### src/rtl/uart_rx_core.sv
// -----------------------------------------------------------------------------
// uart_rx_core
//   Serial receive front end. Synchronises the raw uart_rx pin, oversamples at
//   16x baud and frames 8N1 characters (8E1 when UART_RX_PARITY_EN is defined).
//   Each received byte is held on rx_data with rx_avail set until the consumer
//   strobes rx_ack. Framing (and parity) errors and dropped bytes are reported
//   as one-cycle pulses.
//
// Build option:
//   UART_RX_PARITY_EN  - defined: 8E1 frames with an even-parity check;
//                        undefined: 8N1 frames, no parity logic.
//
// Ports:
//   clk         in   system clock, rising edge
//   reset_n     in   synchronous active-low reset
//   uart_rx     in   asynchronous serial input, idles high
//   rx_data     out  last received byte
//   rx_avail    out  rx_data valid, held until rx_ack
//   rx_ack      in   consumer strobe, clears rx_avail
//   rx_ferr     out  one-cycle pulse: bad stop bit (or parity)
//   rx_overrun  out  one-cycle pulse: byte dropped, rx_avail still set
// -----------------------------------------------------------------------------
module uart_rx_core #(
  parameter int unsigned CLK_FREQ = 100000000,
  parameter int unsigned BAUD     = 115200,
  parameter int unsigned DIVISOR  = ((CLK_FREQ / (16 * BAUD)) >= 1) ?
                                    (CLK_FREQ / (16 * BAUD)) : 1
) (
  input  logic       clk,
  input  logic       reset_n,
  input  logic       uart_rx,
  output logic [7:0] rx_data,
  output logic       rx_avail,
  input  logic       rx_ack,
  output logic       rx_ferr,
  output logic       rx_overrun
);

  localparam int unsigned TCNT_W = (DIVISOR > 1) ? $clog2(DIVISOR) : 1;
  localparam int unsigned SCNT_W = 4;
  localparam int unsigned BIDX_W = 3;
  localparam int unsigned DATA_W = 8;
  localparam logic [TCNT_W-1:0] TCNT_MAX = TCNT_W'(DIVISOR - 1);
  localparam logic [SCNT_W-1:0] SCNT_MID = SCNT_W'(7);

  typedef enum logic [2:0] {
    S_IDLE   = 3'd0,
    S_START  = 3'd1,
    S_DATA   = 3'd2,
    S_STOP   = 3'd3,
    S_ACCEPT = 3'd4
`ifdef UART_RX_PARITY_EN
    ,
    S_PARITY = 3'd5
`endif
  } state_t;

  // Synchroniser and edge detect
  logic [1:0]        r_sync;
  logic [1:0]        r_sync_vld;
  logic              r_rxs_d;
  logic              w_rxs;
  logic              w_fall;

  // FSM and datapath registers
  state_t            r_state;
  state_t            w_state_nxt;
  logic [TCNT_W-1:0] r_tcnt;
  logic [TCNT_W-1:0] w_tcnt_nxt;
  logic [SCNT_W-1:0] r_scnt;
  logic [SCNT_W-1:0] w_scnt_nxt;
  logic [BIDX_W-1:0] r_bidx;
  logic [BIDX_W-1:0] w_bidx_nxt;
  logic [DATA_W-1:0] r_shift;
  logic [DATA_W-1:0] w_shift_nxt;
  logic              r_stop;
  logic              w_stop_nxt;
`ifdef UART_RX_PARITY_EN
  logic              r_perr;
  logic              w_perr_nxt;
`endif
  logic [DATA_W-1:0] r_data;
  logic [DATA_W-1:0] w_data_nxt;
  logic              r_avail;
  logic              w_avail_nxt;
  logic              r_ferr;
  logic              w_ferr_nxt;
  logic              r_ovr;
  logic              w_ovr_nxt;

  logic              w_tick;
  logic              w_sample;
  logic              w_frame_ok;

  assign w_rxs = r_sync[1];

  // The previous-sample register only follows rxs once the synchroniser holds
  // real pin data, so a line that is low out of reset cannot fake a falling
  // edge from the reset value of the synchroniser.
  always_ff @(posedge clk) begin
    if (!reset_n) begin
      r_sync     <= 2'b11;
      r_sync_vld <= 2'b00;
      r_rxs_d    <= 1'b0;
    end else begin
      r_sync     <= {r_sync[0], uart_rx};
      r_sync_vld <= {r_sync_vld[0], 1'b1};
      r_rxs_d    <= r_sync_vld[1] ? w_rxs : 1'b0;
    end
  end

  assign w_fall   = ~w_rxs & r_rxs_d;
  assign w_tick   = (r_tcnt == TCNT_MAX);
  assign w_sample = w_tick && (r_scnt == SCNT_MID);

`ifdef UART_RX_PARITY_EN
  assign w_frame_ok = r_stop & ~r_perr;
`else
  assign w_frame_ok = r_stop;
`endif

  // State register
  always_ff @(posedge clk) begin
    if (!reset_n) begin
      r_state <= S_IDLE;
    end else begin
      r_state <= w_state_nxt;
    end
  end

  // Next-state, counters, shift register and output decisions
  always_comb begin
    w_state_nxt = r_state;
    w_tcnt_nxt  = r_tcnt;
    w_scnt_nxt  = r_scnt;
    w_bidx_nxt  = r_bidx;
    w_shift_nxt = r_shift;
    w_stop_nxt  = r_stop;
`ifdef UART_RX_PARITY_EN
    w_perr_nxt  = r_perr;
`endif
    w_data_nxt  = r_data;
    w_avail_nxt = r_avail & ~rx_ack;
    w_ferr_nxt  = 1'b0;
    w_ovr_nxt   = 1'b0;

    // Oversample timebase; the sample counter wraps every 16 ticks so each
    // later mid-bit sample lands one bit time after the previous one.
    if (r_state != S_IDLE) begin
      w_tcnt_nxt = w_tick ? '0 : r_tcnt + TCNT_W'(1);
      if (w_tick) begin
        w_scnt_nxt = r_scnt + SCNT_W'(1);
      end
    end

    case (r_state)
      S_IDLE: begin
        w_tcnt_nxt = '0;
        if (w_fall) begin
          w_state_nxt = S_START;
          w_scnt_nxt  = '0;
        end
      end

      S_START: begin
        if (w_sample) begin
          if (w_rxs) begin
            w_state_nxt = S_IDLE;
          end else begin
            w_state_nxt = S_DATA;
            w_bidx_nxt  = '0;
          end
        end
      end

      S_DATA: begin
        if (w_sample) begin
          w_shift_nxt = {w_rxs, r_shift[DATA_W-1:1]};
          if (r_bidx == BIDX_W'(DATA_W - 1)) begin
`ifdef UART_RX_PARITY_EN
            w_state_nxt = S_PARITY;
`else
            w_state_nxt = S_STOP;
`endif
          end else begin
            w_bidx_nxt = r_bidx + BIDX_W'(1);
          end
        end
      end

`ifdef UART_RX_PARITY_EN
      S_PARITY: begin
        if (w_sample) begin
          w_perr_nxt  = w_rxs ^ (^r_shift);
          w_state_nxt = S_STOP;
        end
      end
`endif

      S_STOP: begin
        if (w_sample) begin
          w_stop_nxt  = w_rxs;
          w_state_nxt = S_ACCEPT;
        end
      end

      // One cycle after the stop sample: deliver, drop or flag the byte.
      S_ACCEPT: begin
        w_state_nxt = S_IDLE;
        if (w_frame_ok) begin
          if (!r_avail || rx_ack) begin
            w_data_nxt  = r_shift;
            w_avail_nxt = 1'b1;
          end else begin
            w_ovr_nxt = 1'b1;
          end
        end else begin
          w_ferr_nxt = 1'b1;
        end
      end

      default: begin
        w_state_nxt = S_IDLE;
      end
    endcase
  end

  // Datapath registers
  always_ff @(posedge clk) begin
    if (!reset_n) begin
      r_tcnt  <= '0;
      r_scnt  <= '0;
      r_bidx  <= '0;
      r_shift <= '0;
      r_stop  <= 1'b0;
`ifdef UART_RX_PARITY_EN
      r_perr  <= 1'b0;
`endif
      r_data  <= '0;
      r_avail <= 1'b0;
      r_ferr  <= 1'b0;
      r_ovr   <= 1'b0;
    end else begin
      r_tcnt  <= w_tcnt_nxt;
      r_scnt  <= w_scnt_nxt;
      r_bidx  <= w_bidx_nxt;
      r_shift <= w_shift_nxt;
      r_stop  <= w_stop_nxt;
`ifdef UART_RX_PARITY_EN
      r_perr  <= w_perr_nxt;
`endif
      r_data  <= w_data_nxt;
      r_avail <= w_avail_nxt;
      r_ferr  <= w_ferr_nxt;
      r_ovr   <= w_ovr_nxt;
    end
  end

  assign rx_data    = r_data;
  assign rx_avail   = r_avail;
  assign rx_ferr    = r_ferr;
  assign rx_overrun = r_ovr;

endmodule

### config.mk
export PLATFORM = sky130hd
export DESIGN_NAME = uart_rx_core
export DESIGN_NICKNAME = d
export VERILOG_FILES = /design/src/rtl/uart_rx_core.sv
export SDC_FILE = /design/constraint.sdc
export NUM_CORES = 1
export LEC_CHECK = 0
export CORE_MARGIN = 2
export CORE_UTILIZATION = 49
export CTS_BUF_LIST = sky130_fd_sc_hd__clkbuf_2
export DETAILED_ROUTE_END_ITERATION = 10
export GPL_TIMING_DRIVEN = 0
export HOLD_SLACK_MARGIN = 0.08
export PLACE_DENSITY_LB_ADDON = 0.15
export RECOVER_POWER = 50
export SYNTH_ARGS = -nofsm -noshare
export SYNTH_HDL_FRONTEND = slang
export SYNTH_SLANG_ARGS = --single-unit
### constraint.sdc
create_clock -name clk -period 1.98 [get_ports clk]
set_input_delay 0.297 -clock clk [delete_from_list [all_inputs] [get_ports clk]]
set_output_delay 0.297 -clock clk [all_outputs]
set_load 0.02 [all_outputs]
==> summary.md, run 1 <==
| Metric | Value |
|---|---|
| Outcome | complete, no violations |
| Critical path endpoint category | register |
| TritonCTS clock tree | built |
| Mapped cell area | 1760 µm² |
| Buf/Inv on CP | 0 |
| Ys flop type | dfxtp_1 |
| Dpl ws | -0.226 ns |
| Clock root cell | clkbuf_2 |
| Die X-Extent | 64.0 µm |
| Reg2Reg Capture Point | r_bidx[0] |
| R2R depth | 5 |
| Crit path kind | reg -> reg |
| Boundary Pins | 15 |
| # Post-CTS Setup Buffers | 0 |
| Crit Path Max Fanout | 3 |
| Worst path slowest cell | or3b_2 |
| Gr ovfl total | 0 |
| Asr flop ratio synth | 0% |
| Fill cells | 286 |
| Synth Area in Simple Gates | 23.1% |
| Max VDD drop | 400 µV |
| Share of cells above drive strength 1 | 10.0% |
| Clk_skew | 0.0208 ns |
| Num rows | 21 |
| CTS buffer count | 5 |
| Synth Area in XOR/XNOR | 0% |
| Pleak | 0.781 nW |
| Iteration-0 DRC Markers | 85 |
| Area Overhead vs Synth | 14.5% |
| Slew headroom | 56.3% |
| Data arrival, critical path | 2.18 ns |
| Tightest Pin Transition | 0.649 ns |
| Final Net Count | 208 |
| Synth top area cells | dfxtp_1 (47%), mux2i_1 (10%), nand2_1 (5.1%) |
| Final setup viols | 0 |
| Cell accounting for the most synthesized area | dfxtp_1 |
| Die area | 4090 µm² |
| Post-synthesis mux area share | 10.2% |
| Max Fclk | 535 MHz |
| Yosys reg bits | 41 |
| CP Cell Sequence | ha_1, ha_1, or3b_2, a2111oi_4, o22ai_1 |
| Starting density of the core | 52.0% |
| Core area | 3390 µm² |
| Chip Height | 64.0 µm |
| Drt pass-1 iters | 4 |
| Syn Nets | 187 |
| Cell count after synthesis | 178 |
| Resized cells post-CTS | 0 |
| Drc violations | 0 |
| Hold wc startpoint | reset_n |
| Inst Count DP | 238 |
| Final max-slew violation count | 0 |
| Compound-Gate Fraction of Synth Area | 11.5% |
| Initial antenna violation count | 0 |
| Post-DP HPWL | 2390 µm |
| Antenna Nets Post-Route | 0 |
| Reg-to-Reg Start | r_bidx[0] |
| Final period util | 94.4% |
| Worst hold path class | in -> reg |
| Cell area power density | 669 nW/µm² |
| Hold_buf cts | 0 |
| Largest net degree at the start of global routing | 14 |
| WP data required | 2.29 ns |
| Adder-cell share of the synthesized area | 3.55% |
| Vias in the first global route | 1336 |
| Post-synth EDFFs | 0 |
| Global-route wire length before repair | 5790 µm |
| Clk_lat worst skew | 0.41 ns |
| Number of max-cap violations | 0 |
| Number of distinct library cells after synthesis | 44 |
| Vias per std cell | 5.54 |
| CTS Sinks | 41 |
| Most common cell after layout, fill and taps aside | dfxtp_1 |
| Via count | 1362 |
| H-Tree Level Count | 2 |
| Antenna cells | 0 |
| Multi-input logic area | 853 µm² |
| RSZ-0062 raised after global routing | false |
| Longest Clk Path Bufs | 2 |
| Min Clock Period, post-route | 1.87 ns |
| Startpoint types | register |
| Largest family of logic cells by synthesized area | simple AND/OR/NAND/NOR gates |
| Most frequent cells in the layout | dfxtp_1 (41), nand2_1 (24), mux2i_1 (18) |
| Cell family with most CP delay | compound AO/OA/AOI/OAI gates |
| Placer Congestion | 0.729 |
| Worst hold path depth | 1 |
| Reg2Reg Setup Slack | 0.11 ns |
| GRT Total Usage | 18.1% |
| Synth top area share | 46.6% |
| Crit path largest cell delay | 0.48 ns |
| Reg area | 821 µm² |
| Setup ws final | 0.111 ns |
| Post-Route WL | 3310 µm |
| Worst Hold End | r_sync_vld[0] |
| Clock Pin Slew Worst Setup and Hold Paths | 0.22 ns |
| Layout Cells excl Fill | 246 |
| Register area share after synthesis | 46.6% |
| PortBufs | 14 |
| Wire per inst | 13.4 µm |
| CP dominant cell by count | ha_1 |
| YS warnings | 0 |
| Count of final hold-check violations | 0 |
| Average size of a mapped cell | 9.90 µm² |
-- through the flow --
stage | hold slack [ns] | instance area [µm²] | TNS [ns] | util [%] | total power [W]
2_1_floorplan | 0.325 | 1760 | 0 | - | 0.000869
3_3_place_gp | 0.388 | 1960 | -1.57 | 57.8 | 0.000882
3_5_place_dp | 0.393 | 1960 | -1.80 | 57.8 | 0.000883
4_1_cts | 0.319 | 2030 | 0 | 59.8 | 0.00136
5_1_grt | 0.303 | 2020 | 0 | 59.6 | 0.00140
6_report | 0.347 | 2020 | 0 | 59.6 | 0.00135
-- cells by family (layout without fill, tap and decap cells) --
kind of cell / Yosys count / after routing
adder cells (fa/ha/maj): 5 / 5
buffers and inverters: 18 / 40
flip-flops: 41 / 41
AND/OR/NAND/NOR: 68 / 68
multiplexers: 18 / 18
AO/OA/AOI/OAI: 28 / 28
-- sequential cells by signal, indices dropped and copies added, names as in the netlist --
register,flops
r_sync_vld,2
rx_overrun,1
rx_data,8
r_state,3
r_tcnt,6
rx_avail,1
r_sync,2
r_scnt,4
r_rxs_d,1
r_bidx,3
r_stop,1
r_shift,8
rx_ferr,1
-- report_power, final --
group          total [W]  switching, W  internal (W)
Sequential      0.000834    0.00000187      0.000832
Combinational  0.0000324     0.0000201     0.0000123
Clock           0.000486      0.000277      0.000209
-- worst max path at each step --
stage | start | endpoint | slack [ns] | cells after the start
6_report | r_bidx[0] | r_bidx[0] | 0.11 | 5
5_1_grt | r_bidx[0] | r_bidx[0] | 0.05 | 5
4_1_cts | r_bidx[0] | r_bidx[0] | 0.11 | 5
3_5_place_dp | reset_n | r_bidx[0] | -0.23 | 6
3_3_place_gp | reset_n | rx_data[4] | -0.17 | 6
2_1_floorplan | r_bidx[0] | r_bidx[1] | 0.28 | 5
-- cells in the mapped netlist (all sizes together), types with 2 or more instances --
cell	n
and3	2
nand2b	4
or3	4
nor3	5
nor2b	2
buf	5
inv	9
ha	5
o21ai	5
o22ai	3
or4	6
a21oi	7
mux2i	18
nor4	3
nand2	24
o31ai	6
nand3b	2
clkbuf	4
or3b	3
dfxtp	41
nor2	5
-- layout make-up --
class                      instances  area share (%)
inverter                           9            1.67
multi-input combinational        119            42.3
sequential                        41            40.6
timing repair buffer              14            6.94
clock buffer                       5            1.24
clock inverter                     3            2.04
tap                               46            2.85
buffer                             9            2.35
-- per-layer routing --
metal	GRT usage, %	part of all wire (%)	routed length, µm
met3	5.81	5.4	177
met1	21.7	44	1470
met4	6.52	1.5	51
met5	0	0	0
met2	30.2	49	1610
Note: power is estimated with default switching activity, not from simulation.
==> run 2: changes to the inputs <==
Settings changed: CORE_UTILIZATION 49 to 55, HOLD_SLACK_MARGIN 0.08 to 0.03.
==> run 2 against run 1 <==
  * Register-to-register slack got worse by 0.04 ns
  * Critical path type is now in -> reg
  * Largest power group unchanged
  * Power barely moved
  * Clock power barely moved
  * Global-route usage rose by 3.1 points
==> summary.md, run 2 (synthesis results as in run 1) <==
| Metric | Value |
|---|---|
| Outcome | complete, no violations |
| CP dominant cell by count | clkbuf_1 |
| Worst path slowest cell | clkdlybuf4s50_1 |
| Buf/Inv on CP | 4 |
| Max VDD drop | 550 µV |
| Most frequent cells in the layout | dfxtp_1 (41), nand2_1 (24), mux2i_1 (18) |
| Setup_tns | 0 ns |
| Num rows | 20 |
| Pleak | 0.791 nW |
| Final max-slew violation count | 0 |
| Starting density of the core | 57.7% |
| Crit Path Max Fanout | 10 |
| Count of final hold-check violations | 0 |
| Final Net Count | 208 |
| Slew headroom | 56.6% |
| Die area | 3670 µm² |
| Vias in the first global route | 1330 |
| Dpl ws | -0.305 ns |
| Via count | 1372 |
| Hold_buf cts | 0 |
| Clk_skew | 0.00863 ns |
| Resized cells post-CTS | 0 |
| Longest Clk Path Bufs | 2 |
| Post-Route WL | 3350 µm |
| H-Tree Level Count | 2 |
| Area Overhead vs Synth | 14.4% |
| Largest net degree at the start of global routing | 14 |
| Worst hold path depth | 1 |
| Max Fclk | 520 MHz |
| Clk_lat worst skew | 0.40 ns |
| Hold_ws | 0.366 ns |
| Die X-Extent | 60.6 µm |
| R2R depth | 5 |
| CP Cell Sequence | clkdlybuf4s50_1, clkbuf_1, clkbuf_1, clkbuf_1, nand2_1, o22ai_1 |
| Final period util | 97.1% |
| Critical path endpoint category | register |
| RSZ-0062 raised after global routing | false |
| Chip Height | 60.6 µm |
| Antenna Nets Post-Route | 0 |
| Final design utilization | 66.1% |
| Final setup viols | 0 |
| Initial antenna violation count | 0 |
| Iteration-0 DRC Markers | 39 |
| Inst Count DP | 236 |
| Worst hold path class | in -> reg |
| Core area | 3050 µm² |
| CTS buffer count | 5 |
| Setup ws final | 0.0572 ns |
| Drc violations | 0 |
| Crit path kind | in -> reg |
| Most common cell after layout, fill and taps aside | dfxtp_1 |
| Cell family with most CP delay | buffers and inverters |
| Post-DP HPWL | 2470 µm |
| Placer Congestion | 0.807 |
| TritonCTS clock tree | built |
| Layout Cells excl Fill | 244 |
| # Post-CTS Setup Buffers | 0 |
| Antenna cells | 0 |
| CTS Sinks | 41 |
| Vias per std cell | 5.62 |
| Drt pass-1 iters | 4 |
| Gr ovfl total | 0 |
| Share of cells above drive strength 1 | 9.50% |
| Clock Pin Slew Worst Setup and Hold Paths | 0.20 ns |
| GRT Total Usage | 21.1% |
| WP data required | 2.30 ns |
| Clock root cell | clkbuf_2 |
| Levels on crit path | 6 |
| Boundary Pins | 15 |
| Number of max-cap violations | 0 |
| Cell area power density | 670 nW/µm² |
| Data arrival, critical path | 2.25 ns |
| Crit path largest cell delay | 0.49 ns |
| Wire per inst | 13.7 µm |
| Min Clock Period, post-route | 1.92 ns |
| PortBufs | 14 |
| Tightest Pin Transition | 0.646 ns |
| Startpoint types | input port |
| Global-route wire length before repair | 5780 µm |
-- run 2: area by class of cell --
class / instances / area, µm²
Clock buffer: 5 / 25.0
Buffer: 9 / 47.5
Multi-Input combinational cell: 119 / 853
Tap cell: 44 / 55.1
Inverter: 9 / 33.8
Fill cell: 277 / 1040
Sequential cell: 41 / 821
Clock inverter: 3 / 41.3
Timing Repair Buffer: 14 / 140
-- run 2: through the flow --
step / total power (W) / area (µm²)
final: 0.00135 / 2020
after global routing: 0.00141 / 2020
after CTS: 0.00136 / 2020
after detailed placement: 0.000883 / 1960
after global placement: 0.000882 / 1960
after floorplan: 0.000869 / 1760
-- run 2: report_power, final --
group	switching [W]	internal, W	leakage, nW
Combinational	0.0000205	0.0000122	0.423
Sequential	0.00000197	0.000832	0.331
Clock	0.000275	0.000209	0.0366
-- run 2: final timing paths --
kind | from | to | slack, ns
max | reset_n | r_bidx[0] | 0.06
min | reset_n | r_sync_vld[0] | 0.37
max reg2reg | r_bidx[0] | r_bidx[0] | 0.07
min reg2reg | r_sync[0] | r_sync[1] | 0.44
-- run 2: layer usage --
metal	global-route usage, %	up-vias	wire length [µm]
met1	24.7	662	1540
met5	0	-	0
met4	8.70	0	61
li1	-	682	-
met3	6.61	7	94
met2	35.9	21	1650
